[config.mk]
export PLATFORM = sky130hd
export DESIGN_NAME = exc_seq
export DESIGN_NICKNAME = d
export VERILOG_FILES = /design/src/rtl/exc_seq.sv
export SDC_FILE = /design/constraint.sdc
export NUM_CORES = 1
export LEC_CHECK = 0
export CAP_MARGIN = 15
export CORE_MARGIN = 4
export CORE_UTILIZATION = 37
export CTS_BUF_LIST = sky130_fd_sc_hd__clkbuf_8
export CTS_CLUSTER_SIZE = 30
export DETAILED_ROUTE_END_ITERATION = 8
export PLACE_DENSITY = 0.78
export SYNTH_ARGS = -nofsm -noshare
export SYNTH_HDL_FRONTEND = slang
export SYNTH_SLANG_ARGS = --single-unit
[constraint.sdc]
create_clock -name clk -period 1.95 [get_ports clk]
set_clock_uncertainty 0.05 [all_clocks]
set_input_delay 0.195 -clock clk [delete_from_list [all_inputs] [get_ports clk]]
set_output_delay 0.195 -clock clk [all_outputs]
set_load 0.02 [all_outputs]
[src/rtl/exc_seq.sv]
// exc_seq: exception sequencer between the multicycle MIPS datapath and CP0.
// It samples exception requests and a synchronized interrupt at each commit,
// picks one by fixed priority, and then runs the entry, return and
// double-fault sequences. Every output is a flop that loads its next value
// together with the next state.
//
// Handshake: there is no valid/ready pair here. instr_done qualifies every
// request input for one cycle. ex is a one-cycle strobe and CP0 captures
// ca/epc_out while it is high. pc_redirect tells the PC to load pc_target
// at the next edge.
module exc_seq #(
    parameter logic [31:0] HANDLER_ADDR = 32'h0000_0180
) (
    input  logic        clk,
    input  logic        rst_n,
    input  logic        instr_done,
    input  logic [31:0] pc_cur,
    input  logic        ov,
    input  logic        dz,
    input  logic        sys,
    input  logic        brk,
    input  logic        eret,
    input  logic        irq,
    input  logic [31:0] epc_in,
    output logic        ex,
    output logic [31:0] ca,
    output logic [31:0] epc_out,
    output logic        pc_redirect,
    output logic [31:0] pc_target,
    output logic        stall,
    output logic        exl,
    output logic        double_fault,
    output logic [2:0]  dbg_state
);

    typedef enum logic [2:0] {
        ST_RUN   = 3'd0,
        ST_ENTER = 3'd1,
        ST_EXL   = 3'd2,
        ST_ERET  = 3'd3,
        ST_HALT  = 3'd4
    } state_t;

    state_t      state_q, state_d;
    logic        irq_meta_q, irq_s_q;
    logic        ex_q, ex_d;
    logic [31:0] ca_q, ca_d;
    logic [31:0] epc_out_q, epc_out_d;
    logic        pc_redirect_q, pc_redirect_d;
    logic [31:0] pc_target_q, pc_target_d;
    logic        stall_q, stall_d;
    logic        exl_q, exl_d;
    logic        double_fault_q, double_fault_d;

    logic        sync_exc;
    logic [4:0]  exc_code;
    logic [31:0] cause_word;
    logic [31:0] epc_value;

    // Two-flop synchronizer for the asynchronous interrupt line.
    always_ff @(posedge clk or negedge rst_n) begin
        if (!rst_n) begin
            irq_meta_q <= 1'b0;
            irq_s_q    <= 1'b0;
        end else begin
            irq_meta_q <= irq;
            irq_s_q    <= irq_meta_q;
        end
    end

    // Fixed-priority event encoding: dz > ov > sys > brk > irq.
    always_comb begin
        sync_exc   = dz | ov | sys | brk;
        exc_code   = 5'd0;
        if (dz)       exc_code = 5'd15;
        else if (ov)  exc_code = 5'd12;
        else if (sys) exc_code = 5'd8;
        else if (brk) exc_code = 5'd9;
        cause_word = {25'd0, exc_code, 2'b00};
        if (!sync_exc) cause_word[10] = 1'b1;
        // Interrupts resume after the completed instruction; faults re-execute it.
        epc_value  = sync_exc ? pc_cur : pc_cur + 32'd4;
    end

    // Next state and next registered outputs.
    always_comb begin
        state_d        = state_q;
        ex_d           = 1'b0;
        ca_d           = 32'd0;
        epc_out_d      = 32'd0;
        pc_redirect_d  = 1'b0;
        pc_target_d    = 32'd0;
        stall_d        = 1'b0;
        exl_d          = 1'b0;
        double_fault_d = 1'b0;
        case (state_q)
            ST_RUN: begin
                if (instr_done && (sync_exc || irq_s_q)) begin
                    state_d       = ST_ENTER;
                    ex_d          = 1'b1;
                    ca_d          = cause_word;
                    epc_out_d     = epc_value;
                    pc_redirect_d = 1'b1;
                    pc_target_d   = HANDLER_ADDR;
                    stall_d       = 1'b1;
                end
            end
            ST_ENTER: begin
                state_d = ST_EXL;
                exl_d   = 1'b1;
            end
            ST_EXL: begin
                exl_d = 1'b1;
                if (instr_done && sync_exc) begin
                    state_d        = ST_HALT;
                    stall_d        = 1'b1;
                    double_fault_d = 1'b1;
                end else if (instr_done && eret) begin
                    state_d       = ST_ERET;
                    pc_redirect_d = 1'b1;
                    pc_target_d   = epc_in;
                    stall_d       = 1'b1;
                end
            end
            ST_ERET: begin
                state_d = ST_RUN;
            end
            ST_HALT: begin
                stall_d        = 1'b1;
                exl_d          = 1'b1;
                double_fault_d = 1'b1;
            end
            default: begin
                state_d = ST_RUN;
            end
        endcase
    end

    // Sequencer state and registered outputs.
    always_ff @(posedge clk or negedge rst_n) begin
        if (!rst_n) begin
            state_q        <= ST_RUN;
            ex_q           <= 1'b0;
            ca_q           <= 32'd0;
            epc_out_q      <= 32'd0;
            pc_redirect_q  <= 1'b0;
            pc_target_q    <= 32'd0;
            stall_q        <= 1'b0;
            exl_q          <= 1'b0;
            double_fault_q <= 1'b0;
        end else begin
            state_q        <= state_d;
            ex_q           <= ex_d;
            ca_q           <= ca_d;
            epc_out_q      <= epc_out_d;
            pc_redirect_q  <= pc_redirect_d;
            pc_target_q    <= pc_target_d;
            stall_q        <= stall_d;
            exl_q          <= exl_d;
            double_fault_q <= double_fault_d;
        end
    end

    assign ex           = ex_q;
    assign ca           = ca_q;
    assign epc_out      = epc_out_q;
    assign pc_redirect  = pc_redirect_q;
    assign pc_target    = pc_target_q;
    assign stall        = stall_q;
    assign exl          = exl_q;
    assign double_fault = double_fault_q;
    assign dbg_state    = state_q;

endmodule
==> metrics.md, run 1 <==
| Metric | Value |
|---|---|
| Peak Freq | ~540 MHz |
| Switch share | 31.1% |
| Port Buffers | approximately 150 |
| Metal-1 WL | 4040 um |
| Worst slack at placement | -301 ps |
| Placed Area | 0.00539 mm^2 |
| Number of flops mapped to enable cells by yosys | 0 |
| Full die area | 0.0111 mm^2 |
| H-tree depth | 3 |
| Data arrival, critical path | 2080 ps |
| Hold Path Class | in -> reg |
| Initial antenna violation count | 0 |
| Final hold viol count | 0 |
| Netlist cell types | 36 |
| Post-CTS Setup Inserts | 0 |
| Pwr Density | slightly below 900 mW/mm^2 |
| Synth Area in Adders | 0.358% |
| Fraction of synthesized area in multiplexers | 0.323% |
| Cells after Synth | 324 |
| Total routed wirelength | 10200 um |
| Clock Tree Buf Depth | 2 |
| Standard-cell rows | 35 |
| Clock power share | about 28% |
| Simple-Gate Fraction of Synth Area | around a quarter |
| Vias per cell | 4.91 |
| Core Region | 0.00920 mm^2 |
| Design Power | 4.94 mW |
| Gp weighted congestion | 0.812 |
| Critical Path Source Type | input pin |
| Vias in the first global route | about 3200 |
| Run status | complete, no violations |
| Die Y-Extent | 105 um |
| Fin nets | 597 |
| DRC Markers | 0 |
| Die width | 105 um |
| Worst setup path class | in -> reg |
| Grt ovf | 0 |
| I/O pin cnt | between 150 and 200 |
| CP max FO | 11 |
| Comb power frac | 32.4% |
| Sum Neg Setup Slack | 0 ps |
| Post-Synth XOR/XNOR Area | 2.51% |
| Yosys reg bits | 79 |
| Worst Setup End Kind | flip-flop |
| Fin crit share | between 90% and 100% |
| RSZ-0062 raised after global routing | no |
| Flop pwr share | between 40% and 50% |
| Area growth syn-to-layout | 61.3% |
| Largest net degree at the start of global routing | 47 |
| CTS tree | yes |
| Largest family of logic cells by synthesized area | simple AND/OR/NAND/NOR gates |
| Slew Limit Fails | 0 |
| Met3 Wirelength | 971 um |
| Vias | approximately 3100 |
| Final hold slack | 235 ps |
| Max-Cap Viols | 0 |
| Leak | 2.51 nW |
| VDD IR max | between 0.3 and 0.4 mV |
| Final worst slack | approximately 100 ps |
| Initial DRC Count | around 150 |
| Worst Path Required | approximately 2200 ps |
| Internal | 3.40 mW |
| Register area share after synthesis | ~57% |
| Fin crit period | 1850 ps |
| Met2 Wirelength | 4810 um |
| Layout cells sized above 1 | 14.0% |
| Overall fraction of global-route tracks in use | 18.6% |
| CTS Root Cell | clkbuf_8 |
| First-pass GRT wire length | 16200 um |
| Setup Viol. Count Final | 0 |
| DR top layer | met4 |
| Inserted Clock Buffers | 9 |
| Ys Warns | 0 |
| Sink Count | 79 |
| Ys async rst share | 100% |
| Clock transition at path regs | 80 ps |
| Mapped cell area | 0.00349 mm^2 |
| Ant. Diodes | 0 |
| TritonRoute pass-1 iters | 4 |
| Syn_area_per_cell | 10.8 um^2 |
| Later-pin clock latency in the skew report | roughly 350 ps |
| Psw | ~1.5 mW |
| Starting Density | 38.0% |
| HPWL after DPL | just under 8000 um |
| Dominant synthesized flop cell | dfrtp_1 |
| Final instance area | 0.00563 mm^2 |
| Post-synthesis compound-gate area fraction | 7.99% |
| ANT nets after route | 0 |
| Routed wire per std cell | 15.9 um |
-- critical path, cell delays in order --
cell and delay [ps]:
clkdlybuf4s50_1 480, nor4_4 330, buf_6 180, nand3_1 80, buf_4 170, or4_1 480
a21oi_1 150
-- through the flow --
step,util [%],std cells
CTS,61.1,639
global route,61.2,639
detailed placement,58.6,622
global placement,58.6,622
finish,61.2,639
floorplan,-,350
-- cells by family after synthesis --
| kind of cell | after synthesis |
|---|---|
| AO/OA/AOI/OAI | 46 |
| XOR/XNOR | 10 |
| adder cells (fa/ha/maj) | 1 |
| buffers and inverters | 48 |
| flip-flops | 79 |
| multiplexers | 1 |
| other | 1 |
| AND/OR/NAND/NOR | 138 |
-- registers in the layout, indices dropped and copies added (netlist names), 3 cells and up --
signal,count
ca,5
dbg_state,3
epc_out,32
pc_target,32
-- cell type report --
class                   instances  area, um^2
repair buffers                205        1940
well taps                     111         139
inverters                       5        18.8
clock buffers                  10         138
multi-input cells             223        1330
clock inverters                 6        85.1
flip-flops and latches         79        1980
fillers                       742        3560
-- worst paths after layout --
check / slack [ps] / to / startpoint / cells after the start
max reg2reg: 130 / epc_out[13] / dbg_state[2] / 4
min reg2reg: 300 / irq_s_q / irq_meta_q / 0
min: 230 / irq_meta_q / irq / 1
max: 100 / epc_out[20] / brk / 7
min in group asynchronous: 320 / epc_out[5] / rst_n / 2
max in group asynchronous: 920 / pc_target[9] / rst_n / 3
-- what timing repair did --
item | in CTS | in global routing
resized for setup | 0 | 2
hold buffers | 1 | 0
endpoints found under the hold margin | 33 | 0
endpoints found under the setup margin | 0 | 2
-- power groups by stage --
stage	sequential (mW)	clock, mW	combinational [mW]
2_1_floorplan	2.34	0	0.393
3_3_place_gp	2.01	0	1.57
3_5_place_dp	2.01	0	1.60
4_1_cts	1.98	1.39	1.61
5_1_grt	2.01	1.46	1.70
6_report	1.98	1.36	1.60
-- cells in the mapped netlist (3+ instances only) --
cell	n	area, um^2
nand2_1	15	56.3
clkbuf_1	10	37.5
xor2_1	8	70.1
o31ai_1	15	113
o21ai_0	5	25.0
and3_1	5	31.3
dfrtp_1	79	1980
buf_4	27	203
buf_2	4	20.0
inv_1	5	18.8
nand4_1	14	87.6
nor2_1	20	75.1
a21oi_1	22	110
and4_1	6	52.6
or3_1	4	25.0
nand2b_1	3	18.8
nand3_1	10	50.1
and2_1	35	219
or4_1	16	120
-- cell usage in the layout, fill, tap and decap left out, drive strengths merged, types with 6 or more instances in the layout --
| master | synthesis | routed |
|---|---|---|
| xor2 | 8 | 8 |
| nand2 | 15 | 15 |
| and4 | 6 | 6 |
| dfrtp | 79 | 79 |
| or4 | 16 | 16 |
| clkdlybuf4s50 | 0 | 148 |
| clkbuf | 10 | 10 |
| o31ai | 15 | 15 |
| nor2 | 20 | 20 |
| inv | 5 | 8 |
| conb | 1 | 27 |
| buf | 33 | 56 |
| nand4 | 15 | 15 |
| and2 | 35 | 35 |
| a21oi | 22 | 22 |
| nand3 | 10 | 10 |
-- per-layer routing --
metal | GRT usage [%] | vias to the layer above
li1 | - | 1480
met1 | 22.6 | 1463
met2 | 29.9 | 166
met3 | 5.99 | 26
met4 | 9.00 | 0
met5 | 0 | -
No activity file was read; power rests on OpenSTA's default activity.
==> run 2, diff against run 1 <==
- CORE_UTILIZATION: 37 -> 40
- DONT_BUFFER_PORTS: unset -> 1
- PLACE_DENSITY: 0.78 -> unset
==> metrics.md, run 2 (synthesized netlist as in run 1, its figures left out) <==
| Metric | Value |
|---|---|
| Max-Cap Viols | 0 (unchanged) |
| Sum Neg Setup Slack | 0 ps (unchanged) |
| Inserted Clock Buffers | 9 (unchanged) |
| TritonRoute pass-1 iters | 4 (unchanged) |
| First-pass GRT wire length | 14400 um (-11%) |
| Standard-cell rows | 33 (-5.7%) |
| Worst Setup End Kind | flip-flop |
| CTS Root Cell | clkbuf_8 |
| Starting Density | 41.9% (+3.9 points) |
| ANT nets after route | 0 (unchanged) |
| Comb power frac | 14.8% (-18 points) |
| Core Region | 0.00834 mm^2 (-9.3%) |
| Cell Count Post-Placement | 422 (-32%) |
| Later-pin clock latency in the skew report | 350 ps (about the same) |
| Overall fraction of global-route tracks in use | 18.3% (-0.35 points) |
| Clock transition at path regs | 80 ps (about the same) |
| Fin crit period | 1750 ps (-100 ps) |
| VDD IR max | 0.438 mV (+14%) |
| Vias in the first global route | 2784 (-12%) |
| Die width | 101 um (-3.5%) |
| Pwr Density | 957 mW/mm^2 (+9.1%) |
| Fin crit share | 89.8% (-5.1 points) |
| Leak | 2.03 nW (-19%) |
| Initial DRC Count | 118 (-21%) |
| Gp weighted congestion | 0.780 (-3.9%) |
| CP delay by family, top | simple AND/OR/NAND/NOR gates |
| Worst Path Required | 2190 ps (about the same) |
| Psw | 1.37 mW (-11%) |
| Vias | 2629 (-16%) |
| CTS tree | yes |
| Violated checks | negative hold slack |
| Initial antenna violation count | 0 (unchanged) |
| Commonest cells after routing, fill and taps aside | dfrtp_1 (79), dlygate4sd3_1 (68), and2_1 (35) |
| Internal | 2.87 mW (-16%) |
| Fin nets | 470 (-21%) |
| Final hold viol count | 79 (+79) |
| Cells along the critical path | or4b_1, a21o_1, buf_4, nor2_1, mux2_2 |
| Ant. Diodes | 0 (unchanged) |
| Final hold slack | -517 ps (-752 ps) |
| HPWL after DPL | 6080 um (-22%) |
| Layout cells sized above 1 | 6.98% (-7.0 points) |
| Sink Count | 79 (unchanged) |
| Port Buffers | 0 (-100%) |
| Peak Freq | 571 MHz (+5.7%) |
| Grt ovf | 0 (unchanged) |
| Fillers | 762 (+2.7%) |
| Clock Tree Buf Depth | 2 (unchanged) |
| Largest net degree at the start of global routing | 80 (+70%) |
| Most common cell after layout, fill and taps aside | dfrtp_1 |
| Hold Path Class | in -> async |
| Clock power share | 30.5% (+3.0 points) |
| Die Y-Extent | 101 um (-3.5%) |
| RSZ-0062 raised after global routing | no |
| Area growth syn-to-layout | 27.0% |
| CP max FO | 16 (+5) |
| Switch share | 32.4% (+1.2 points) |
| Routed wire per std cell | 18.0 um (+13%) |
| Buf/Inv on CP | 1 (-2) |
| I/O pin cnt | 177 (unchanged) |
| Setup Viol. Count Final | 0 (unchanged) |
| Vias per cell | 5.20 (+5.9%) |
| Hold-fix buffers, CTS | 68 (+67) |
| Flop pwr share | 54.7% (+15 points) |
| Slew Limit Fails | 0 (unchanged) |
| DRC Markers | 0 (unchanged) |
| H-tree depth | 3 (unchanged) |
| Run status | finished with violations |
| Worst setup path class | reg -> reg |
| Final worst slack | 199 ps (+100 ps) |
| Full die area | 0.0103 mm^2 (-6.9%) |
| Worst slack at placement | 167 ps (+467 ps) |
| Largest stage delay on the critical path | 600 ps (+120 ps) |
| Critical Path Source Type | flip-flop |
| Crit-path slowest cell | or4b_1 |
| Total routed wirelength | 9120 um (-10%) |
| Data arrival, critical path | 1990 ps (-90 ps) |
| Finished Layout Cells | 506 (-21%) |
[run 2: power by group through the flow]
stage / combinational, mW / sequential, mW / clock, mW
after floorplan: 0.393 / 2.34 / 0
after global placement: 0.510 / 2.37 / 0
after detailed placement: 0.515 / 2.36 / 0
after CTS: 0.633 / 2.33 / 1.35
after global routing: 0.704 / 2.36 / 1.42
final: 0.626 / 2.32 / 1.29
[run 2: final timing paths]
kind,start,endpoint,slack [ps],depth (start not counted)
min in group clk,pc_cur[14],epc_out[15],40,3
setup / recovery,dbg_state[2],epc_out[30],200,5
setup reg to reg,dbg_state[2],epc_out[30],200,5
max in group asynchronous,rst_n,epc_out[4],2230,0
hold reg to reg,irq_meta_q,irq_s_q,310,0
hold / removal,rst_n,ca[5],-520,0
[run 2: timing repair]
item                      CTS  global route
hold endpoints to repair  147            79
buffers inserted            0             0
resized for setup           0             0
[run 2: final cells by class]
cell class | count | area (um^2) | share of cell area, %
sequential | 79 | 1980 | 44.6
multi-input combinational | 223 | 1330 | 29.9
timing repair buffer | 78 | 768 | 17.3
tap | 105 | 131 | 2.96
clock buffer | 9 | 124 | 2.79
clock inverter | 7 | 90.1 | 2.03
inverter | 5 | 18.8 | 0.423
[run 2: per-layer routing]
metal | part of all wire (%) | wire length (um) | GRT usage (%) | vias to the layer above
met2 | 47 | 4330 | 28.5 | 136
met5 | 0 | 0 | 0 | -
met4 | 1.0 | 93 | 6.34 | 0
li1 | - | - | - | 1222
met3 | 12 | 1120 | 8.82 | 9
met1 | 39 | 3580 | 22.1 | 1262
[run 2: per-stage QoR]
step / util [%] / instance area, um^2 / total power, mW
global route: 53.2 / 4430 / 4.48
finish: 53.2 / 4430 / 4.24
CTS: 53.2 / 4430 / 4.31
detailed placement: 42.4 / 3540 / 2.88
global placement: 42.4 / 3540 / 2.88
floorplan: - / 3590 / 2.73
